[src/rtl/fofb_readout_streamer.sv]
// Snapshot-triggered scanner: reads a synchronous readout memory from index 0 and
// streams one beat per entry (optionally present-only) over a valid/ready interface.
module fofb_readout_streamer #(
    parameter int READOUT_WIDTH = 8,
    parameter int DATA_WIDTH    = 96,
    parameter int OVERRUN_WIDTH = 16
) (
    input  logic                     sysClk,
    input  logic                     sysReset,
    input  logic                     readoutActive,
    input  logic                     readoutValid,
    input  logic [READOUT_WIDTH:0]   scanCount,
    input  logic                     skipAbsent,
    output logic [READOUT_WIDTH-1:0] readoutAddress,
    input  logic [DATA_WIDTH-1:0]    readoutData,
    input  logic                     readoutPresent,
    output logic [READOUT_WIDTH-1:0] index,
    output logic [DATA_WIDTH-1:0]    data,
    output logic                     present,
    output logic                     valid,
    input  logic                     ready,
    output logic                     busy,
    output logic                     doneStrobe,
    output logic [OVERRUN_WIDTH-1:0] overrunCount
);

    localparam logic [1:0] ST_IDLE  = 2'd0;
    localparam logic [1:0] ST_SCAN  = 2'd1;
    localparam logic [1:0] ST_DRAIN = 2'd2;

    localparam int ENT_W = READOUT_WIDTH + DATA_WIDTH + 1;

    localparam logic [READOUT_WIDTH:0]   DEPTH     = {1'b1, {READOUT_WIDTH{1'b0}}};
    localparam logic [READOUT_WIDTH:0]   CNT_ZERO  = {(READOUT_WIDTH+1){1'b0}};
    localparam logic [READOUT_WIDTH:0]   CNT_ONE   = {{READOUT_WIDTH{1'b0}}, 1'b1};
    localparam logic [READOUT_WIDTH-1:0] ADDR_ZERO = {READOUT_WIDTH{1'b0}};
    localparam logic [READOUT_WIDTH-1:0] ADDR_ONE  = {{(READOUT_WIDTH-1){1'b0}}, 1'b1};
    localparam logic [OVERRUN_WIDTH-1:0] OVR_ZERO  = {OVERRUN_WIDTH{1'b0}};
    localparam logic [OVERRUN_WIDTH-1:0] OVR_ONE   = {{(OVERRUN_WIDTH-1){1'b0}}, 1'b1};
    localparam logic [OVERRUN_WIDTH-1:0] OVR_MAX   = {OVERRUN_WIDTH{1'b1}};
    localparam logic [ENT_W-1:0]         ENT_ZERO  = {ENT_W{1'b0}};

    logic [1:0]               state_q, state_d;
    logic                     rv_q;
    logic                     pend_q, pend_d;
    logic [READOUT_WIDTH:0]   cnt_q, cnt_d;
    logic                     skip_q, skip_d;
    logic [READOUT_WIDTH-1:0] addr_q, addr_d;
    logic                     rd_pend_q, rd_pend_d;
    logic [READOUT_WIDTH-1:0] rd_idx_q, rd_idx_d;
    logic                     v0_q, v0_d, v1_q, v1_d;
    logic [ENT_W-1:0]         ent0_q, ent0_d, ent1_q, ent1_d;
    logic                     done_q, done_d;
    logic                     busy_q, busy_d;
    logic [OVERRUN_WIDTH-1:0] ovr_q, ovr_d;

    logic                     req_s, pop_s, push_s, issue_s, last_s, finish_s, busy_s;
    logic [2:0]               occ_s;
    logic [READOUT_WIDTH:0]   clamp_s;
    logic [ENT_W-1:0]         new_s;

    assign req_s    = readoutValid & ~rv_q & ~readoutActive;
    assign busy_s   = (state_q != ST_IDLE);
    assign pop_s    = v0_q & ready;
    assign push_s   = rd_pend_q & (~skip_q | readoutPresent);
    assign new_s    = {rd_idx_q, readoutData, readoutPresent};
    assign clamp_s  = (scanCount > DEPTH) ? DEPTH : scanCount;
    // Queued beats plus the read in flight, after this cycle's pop; a new read needs a free slot.
    assign occ_s    = {2'b00, v0_q} + {2'b00, v1_q} + {2'b00, rd_pend_q} - {2'b00, pop_s};
    assign issue_s  = (state_q == ST_SCAN) && (cnt_q != CNT_ZERO) && (occ_s <= 3'd1);
    assign last_s   = ({1'b0, addr_q} == (cnt_q - CNT_ONE));
    assign finish_s = ~rd_pend_q & ~v1_q & (~v0_q | pop_s);

    assign readoutAddress = addr_q;
    assign {index, data, present} = ent0_q;
    assign valid        = v0_q;
    assign busy         = busy_q;
    assign doneStrobe   = done_q;
    assign overrunCount = ovr_q;

    // Scan sequencing, request queuing and overrun accounting.
    always_comb begin
        state_d   = state_q;
        pend_d    = pend_q;
        cnt_d     = cnt_q;
        skip_d    = skip_q;
        addr_d    = addr_q;
        done_d    = 1'b0;
        ovr_d     = ovr_q;
        rd_pend_d = issue_s;
        rd_idx_d  = addr_q;
        case (state_q)
            ST_IDLE: begin
                if (req_s || pend_q) begin
                    cnt_d   = clamp_s;
                    skip_d  = skipAbsent;
                    addr_d  = ADDR_ZERO;
                    pend_d  = pend_q & req_s;
                    state_d = ST_SCAN;
                end else begin
                    state_d = ST_IDLE;
                end
            end
            ST_SCAN: begin
                if (cnt_q == CNT_ZERO) begin
                    // Empty scan: nothing can be in flight, so it completes at once.
                    state_d = ST_IDLE;
                    done_d  = 1'b1;
                end else if (issue_s) begin
                    if (last_s) begin
                        state_d = ST_DRAIN;
                    end else begin
                        addr_d = addr_q + ADDR_ONE;
                    end
                end else begin
                    state_d = ST_SCAN;
                end
            end
            ST_DRAIN: begin
                if (finish_s) begin
                    state_d = ST_IDLE;
                    done_d  = 1'b1;
                end else begin
                    state_d = ST_DRAIN;
                end
            end
            default: begin
                state_d = ST_IDLE;
            end
        endcase
        if (busy_s && req_s) begin
            if (pend_q) begin
                if (ovr_q != OVR_MAX) begin
                    ovr_d = ovr_q + OVR_ONE;
                end else begin
                    ovr_d = ovr_q;
                end
            end else begin
                pend_d = 1'b1;
            end
        end else begin
            ovr_d = ovr_q;
        end
        busy_d = (state_d != ST_IDLE);
    end

    // Two-entry output queue; slot 0 is the beat presented downstream.
    always_comb begin
        v0_d   = v0_q;
        v1_d   = v1_q;
        ent0_d = ent0_q;
        ent1_d = ent1_q;
        if (pop_s) begin
            if (v1_q) begin
                ent0_d = ent1_q;
                if (push_s) begin
                    ent1_d = new_s;
                end else begin
                    v1_d = 1'b0;
                end
            end else if (push_s) begin
                ent0_d = new_s;
            end else begin
                v0_d = 1'b0;
            end
        end else if (push_s) begin
            if (v0_q) begin
                ent1_d = new_s;
                v1_d   = 1'b1;
            end else begin
                ent0_d = new_s;
                v0_d   = 1'b1;
            end
        end else begin
            v0_d = v0_q;
        end
    end

    // State registers.
    always_ff @(posedge sysClk or posedge sysReset) begin
        if (sysReset) begin
            state_q   <= ST_IDLE;
            rv_q      <= 1'b0;
            pend_q    <= 1'b0;
            cnt_q     <= CNT_ZERO;
            skip_q    <= 1'b0;
            addr_q    <= ADDR_ZERO;
            rd_pend_q <= 1'b0;
            rd_idx_q  <= ADDR_ZERO;
            v0_q      <= 1'b0;
            v1_q      <= 1'b0;
            ent0_q    <= ENT_ZERO;
            ent1_q    <= ENT_ZERO;
            done_q    <= 1'b0;
            busy_q    <= 1'b0;
            ovr_q     <= OVR_ZERO;
        end else begin
            state_q   <= state_d;
            rv_q      <= readoutValid;
            pend_q    <= pend_d;
            cnt_q     <= cnt_d;
            skip_q    <= skip_d;
            addr_q    <= addr_d;
            rd_pend_q <= rd_pend_d;
            rd_idx_q  <= rd_idx_d;
            v0_q      <= v0_d;
            v1_q      <= v1_d;
            ent0_q    <= ent0_d;
            ent1_q    <= ent1_d;
            done_q    <= done_d;
            busy_q    <= busy_d;
            ovr_q     <= ovr_d;
        end
    end

endmodule
[config.mk]
export PLATFORM = sky130hd
export DESIGN_NAME = fofb_readout_streamer
export DESIGN_NICKNAME = d
export VERILOG_FILES = /design/src/rtl/fofb_readout_streamer.sv
export SDC_FILE = /design/constraint.sdc
export NUM_CORES = 1
export LEC_CHECK = 0
export CORE_MARGIN = 8
export CORE_UTILIZATION = 42
export DETAILED_ROUTE_END_ITERATION = 8
export DONT_BUFFER_PORTS = 1
export GPL_TIMING_DRIVEN = 0
export SLEW_MARGIN = 20
export SYNTH_ARGS = -nofsm -noshare
export SYNTH_HDL_FRONTEND = slang
export SYNTH_SLANG_ARGS = --single-unit
[constraint.sdc]
create_clock -name sysClk -period 20.9 [get_ports sysClk]
set_input_delay 3.135 -clock sysClk [delete_from_list [all_inputs] [get_ports sysClk]]
set_output_delay 3.135 -clock sysClk [all_outputs]
set_load 0.02 [all_outputs]
==> out/metrics.yaml, run 1 <==
fin_tns_setup_ns: 0
clock-sinks: 261
crit_path_max_incr_delay_ns: 0.66
p_leak_nw: 6.04
antenna_found_initial: 0
core_area_sq_mm: 0.0267
power.share.sequential_pct: 48.9
worst_pin_slew_ns: 0.801
setup_viol: 0
initial_core_util_pct: 42.4
portBuffers: 0
irDropWorstVdd_mv: 0.0881
yosysTopAreaCellShare_pct: 57.6
via_per_inst: 5.31
post_drt_wl_per_cell_um: 20.0
r2r_slack_ns: 17.94
drt-pass1-iter-count: 4
grt_pass1_vias: 7137
p_int_mw: 1.34
synth_cells: 949
switchingPower_uw: 788
cts_buffer_depth: 3
gp_congestion: 0.748
multiInputGateArea_sq_mm: 0.00452
postRouteWirelength_mm: 26.9
synth_seq_area_share_pct: 57.6
die_x_um: 180
relSlewSlack_pct: 46.6
cp_max_fo: 10
min_path_type: "flop to flop"
comb_power_share_pct: 26.2
htree_num_levels: 1
finalNonFillerCells: 1344
dp_cells: 1293
ys_ff_latch: 261
slew_viol_final: 0
synthTopCellsByArea: "dfrtp_1 (58%), mux2_2 (11%), mux2i_1 (9.3%)"
drc: 0
worstPathCellList: "inv_1 > a21oi_1 > inv_1 > ha_1 > nor3_1 > clkbuf_1 > clkbuf_1 > nor2_1 > a21oi_1"
place_ws_ns: 15.34
post_cts_resize_count: 0
cts_tree: "done"
dp_hpwl_mm: 19.1
critical_path_required_ns: 21.35
grtUsageTotal_pct: 16.0
synth_area_sq_mm: 0.0113
fin_skew_ns: 0.0121
fp-row-count: 60
arrival_ns: 5.43
synth.avg_cell_area_sq_um: 11.9
min_period_ns: 4.98
drt_iter0_drc: 455
n_antenna_cell: 0
r2r-end: "readoutAddress[6]"
synth_nets: 1072
io_pins: 244
fin_ws_ns: 15.92
r2r-start: "valid"
worst-setup-path-type: "primary input to flop"
clkLatencyLatePin_ns: 0.54
post_cts_buffers: 0
cts-root-buf: "clkbuf_16"
netlist.top_cell.by_area: "dfrtp_1"
swShare_pct: 37.0
synth_ff_type: "dfrtp_1"
whs_path_depth: 2
yosysMostFrequentCell: "dfrtp_1"
r2r_cells: 12
yosysWarnings: 0
cts_buffers: 29
status: "finished, final reports clean"
path_clk_slew_ns: 0.06
grt_max_degree: 93
clockPowerShare_pct: 24.9
cp-start-kind: "primary input"
syn_to_final_growth_pct: 13.4
holdWs_ns: 0.494
final_nets: 1106
end_kind: "flop"
rsz0062_at_grt: "no"
seq_area_sq_mm: 0.00653
drive_above_1_share_pct: 17.3
ys_types: 59
ys_top_cells_by_count: "dfrtp_1 (261), nor2_1 (119), a21oi_1 (110)"
ant_nets: 0
die-area_sq_mm: 0.0325
cp_slowest_cell: "clkbuf_1"
hold_buffers: 0
synth_edf_count: 0
cap_viol_max_count: 0
hold_viol_final: 0
num-fill-cells: 2461
gr-total-overflow: 0
min_from: "ent1_q[0]"
min_to: "ent1_q[0]"
fmaxAchievable_mhz: 201
async_flop_share_pct: 100
die_h_um: 180
final_util_pct: 48.1
vias: 7136
finalCritPeriodShare_pct: 23.8
power_density_mw_per_mm2: 165
grt_pass1_wl_mm: 42.1
-- final cells by class --
cell class | count | area share (%)
Clock inverter | 8 | 1.14
Multi-Input combinational cell | 617 | 35.1
Timing Repair Buffer | 3 | 0.642
Clock buffer | 43 | 6.67
Inverter | 17 | 0.555
Buffer | 54 | 1.76
Sequential cell | 261 | 50.8
Tap cell | 341 | 3.32
-- routing by layer --
layer  vias up  GRT usage [%]  share of wire [%]
li1       3372              -                  -
met1      3529           19.5                 41
met2       181           26.2                 47
met3        54           5.38                7.7
met4         0           5.72                3.8
met5         -              0                  0
-- cells by family (layout without fill, tap and decap cells) --
kind of cell	count (synthesis)	count (layout)	share of synthesized area, %
DFF	261	261	57.6
and+or+nand+nor	217	217	9.00
muxes	213	213	20.0
AOI/OAI and AO/OA	150	150	7.60
buffers and inverters	71	125	2.56
xor gates and xnor gates	25	25	1.93
adders and majority gates	12	12	1.30
-- worst max path at each step --
stage	startpoint	endpoint	slack, ns	cells past startpoint
floorplan	sysReset	busy	10.58	1
finish	readoutPresent	ent0_q[7]	15.92	9
global placement	sysReset	ent1_q[85]	7.48	1
detailed placement	readoutPresent	ent0_q[54]	15.34	9
global route	readoutPresent	ent0_q[16]	15.67	9
CTS	readoutPresent	ent0_q[97]	15.88	8
-- power by group through the flow --
stage,Sequential [mW],Combinational [mW],Clock [mW]
floorplan,0.987,0.466,0
global placement,1.05,0.548,0
CTS,1.05,0.567,0.547
global route,1.07,0.629,0.562
detailed placement,1.06,0.564,0
finish,1.04,0.557,0.530
-- critical path: cells and delay by family --
kind,cells,cell delay (ns)
AND/OR/NAND/NOR,2,0.43
adder cells (fa/ha/maj),1,0.19
buffers and inverters,4,1.25
AO/OA/AOI/OAI,2,0.41
-- metrics by stage --
stage | power, mW | instance area (sq um)
detailed placement | 1.62 | 11900
global route | 2.26 | 12900
floorplan | 1.45 | 11300
CTS | 2.16 | 12900
finish | 2.13 | 12900
global placement | 1.60 | 11800
-- sequential cells by signal, indices dropped and copies added (netlist names), 2 cells and up --
register	flops
ent0_q	105
cnt_q	9
state_q	2
overrunCount	16
ent1_q	105
readoutAddress	8
rd_idx_q	8
-- placed cells by master, fill, tap and decap left out, drive strengths merged, types with 7 or more instances in the layout --
cell    Yosys  layout
xor2        7       7
nand2      32      32
mux2i     105     105
o21ai      19      19
a21oi     110     110
nor2      119     119
mux2      108     108
dfrtp     261     261
nor3        8       8
buf        11      14
inv        17      18
ha         11      11
nand3      15      15
clkbuf     43      86
nand2b     10      10
xnor2      18      18
Power figures use the tool's default switching activity.
==> inputs of run 2 (changes only) <==
==> constraint.sdc (replaced) <==
create_clock -name sysClk -period 5.2 [get_ports sysClk]
set_input_delay 0.78 -clock sysClk [delete_from_list [all_inputs] [get_ports sysClk]]
set_output_delay 0.78 -clock sysClk [all_outputs]
set_load 0.02 [all_outputs]
==> out/metrics.yaml, run 2 (synthesis gave the netlist of run 1 again) <==
status: "finished, final reports clean"
endpoint: "readoutAddress[6]"
path_clk_slew_ns: 0.06
post_drt_wl_per_cell_um: 20.2
power_density_mw_per_mm2: 649
portBuffers: 0
irDropWorstVdd_mv: 0.291
clkLatencyLatePin_ns: 0.53
hold_buffers: 0
fp-row-count: 60
fmaxAchievable_mhz: 341
via_per_inst: 5.34
cp-start-kind: "flop"
gr-total-overflow: 0
holdWs_ns: 0.161
cts_buffers: 29
min_path_type: "primary input to asynchronous set/reset pin"
r2r_slack_ns: 2.27
end_kind: "flop"
dp_cells: 1299
antenna_found_initial: 0
grt_pass1_vias: 7531
post_cts_buffers: 0
min_period_ns: 2.93
grt_pass1_wl_mm: 43.5
dp_hpwl_mm: 19.6
die_h_um: 180
vias: 7198
final_nets: 1112
hold_viol_final: 0
final_util_pct: 47.9
cp_max_fo: 10
syn_to_final_growth_pct: 13.0
die_x_um: 180
final_common_cell: "dfrtp_1"
worst_pin_slew_ns: 0.853
grt_max_degree: 34
cts_buffer_depth: 3
r2r_cells: 12
die-area_sq_mm: 0.0325
drive_above_1_share_pct: 17.3
cts-root-buf: "clkbuf_16"
postRouteWirelength_mm: 27.2
final_cell_mix: "dfrtp_1 (261), nor2_1 (119), a21oi_1 (110)"
fin_tns_setup_ns: 0
cts_tree: "done"
rsz0062_at_grt: "no"
r2r-start: "valid"
drt-pass1-iter-count: 4
slew_viol_final: 0
fin_skew_ns: 0.00666
io_pins: 244
r2r-end: "readoutAddress[6]"
finalCritPeriodShare_pct: 56.4
arrival_ns: 3.35
p_leak_nw: 6.01
core_area_sq_mm: 0.0267
cap_viol_max_count: 0
grtUsageTotal_pct: 16.6
drt_iter0_drc: 409
post_cts_resize_count: 0
power_mw: 8.32
initial_core_util_pct: 42.4
critical_path_required_ns: 5.62
finalNonFillerCells: 1347
crit_start: "valid"
worst-setup-path-type: "flop to flop"
n_antenna_cell: 0
drc: 0
gp_congestion: 0.759
ant_nets: 0
setup_viol: 0
htree_num_levels: 1
relSlewSlack_pct: 42.6
clock-sinks: 261
-- run 2: changes by cell type in the layout (fill, tap and decap cells not counted), sizes merged --
cell / previous run / this run
buf: 14 / 20
inv: 18 / 16
clkinv: 2 / 3
bufinv: 4 / 0
clkinvlp: 1 / 3
-- run 2: power by group --
group	internal, mW	switching (mW)	total [mW]	leakage (nW)
registers	2.95	1.24	4.19	3.10
clock network	1.09	0.783	1.87	0.416
logic	1.11	1.14	2.25	2.49
-- run 2: how the worst min path moves through the flow --
stage | endpoint | cells past startpoint | slack, ns | from
6_report | ent0_q[79] | 1 | 0.16 | sysReset
5_1_grt | ent1_q[92] | 1 | 0.17 | sysReset
4_1_cts | ent0_q[80] | 1 | 0.16 | sysReset
3_5_place_dp | ent1_q[0] | 2 | 0.47 | ent1_q[0]
3_3_place_gp | ent1_q[0] | 2 | 0.47 | ent1_q[0]
2_1_floorplan | ent1_q[0] | 2 | 0.45 | ent1_q[0]
-- run 2: area by class of cell --
cell class | count | area [sq um]
fill | 2438 | 13900
timing repair buffer | 9 | 188
inverter | 17 | 67.6
clock buffer | 43 | 828
multi-input combinational | 617 | 4520
clock inverter | 5 | 30.0
sequential | 261 | 6530
buffer | 54 | 226
tap | 341 | 427
-- run 2: layer usage --
| metal | track usage (%) | part of all wire [%] |
|---|---|---|
| met2 | 27.0 | 47 |
| met4 | 5.65 | 3.2 |
| met1 | 20.2 | 41 |
| met3 | 5.91 | 9.0 |
| met5 | 0 | 0 |
-- run 2: per-stage QoR --
step	setup slack [ns]	area (sq um)
after CTS	2.27	12800
after global placement	-0.555	11800
after global routing	2.08	12800
after floorplan	0.978	11300
after detailed placement	1.94	12000
final	2.27	12800
-- run 2: critical path, stage by stage, from the launching register on --
cell      delay [ns]
dfrtp_1         0.54
nand2_1         0.17
inv_1           0.07
ha_1            0.27
inv_1           0.04
ha_1            0.26
a21oi_1         0.17
xor2_1          0.23
and3_1          0.24
a21boi_2        0.21
buf_6           0.16
o21ai_2         0.07
a221o_1         0.38
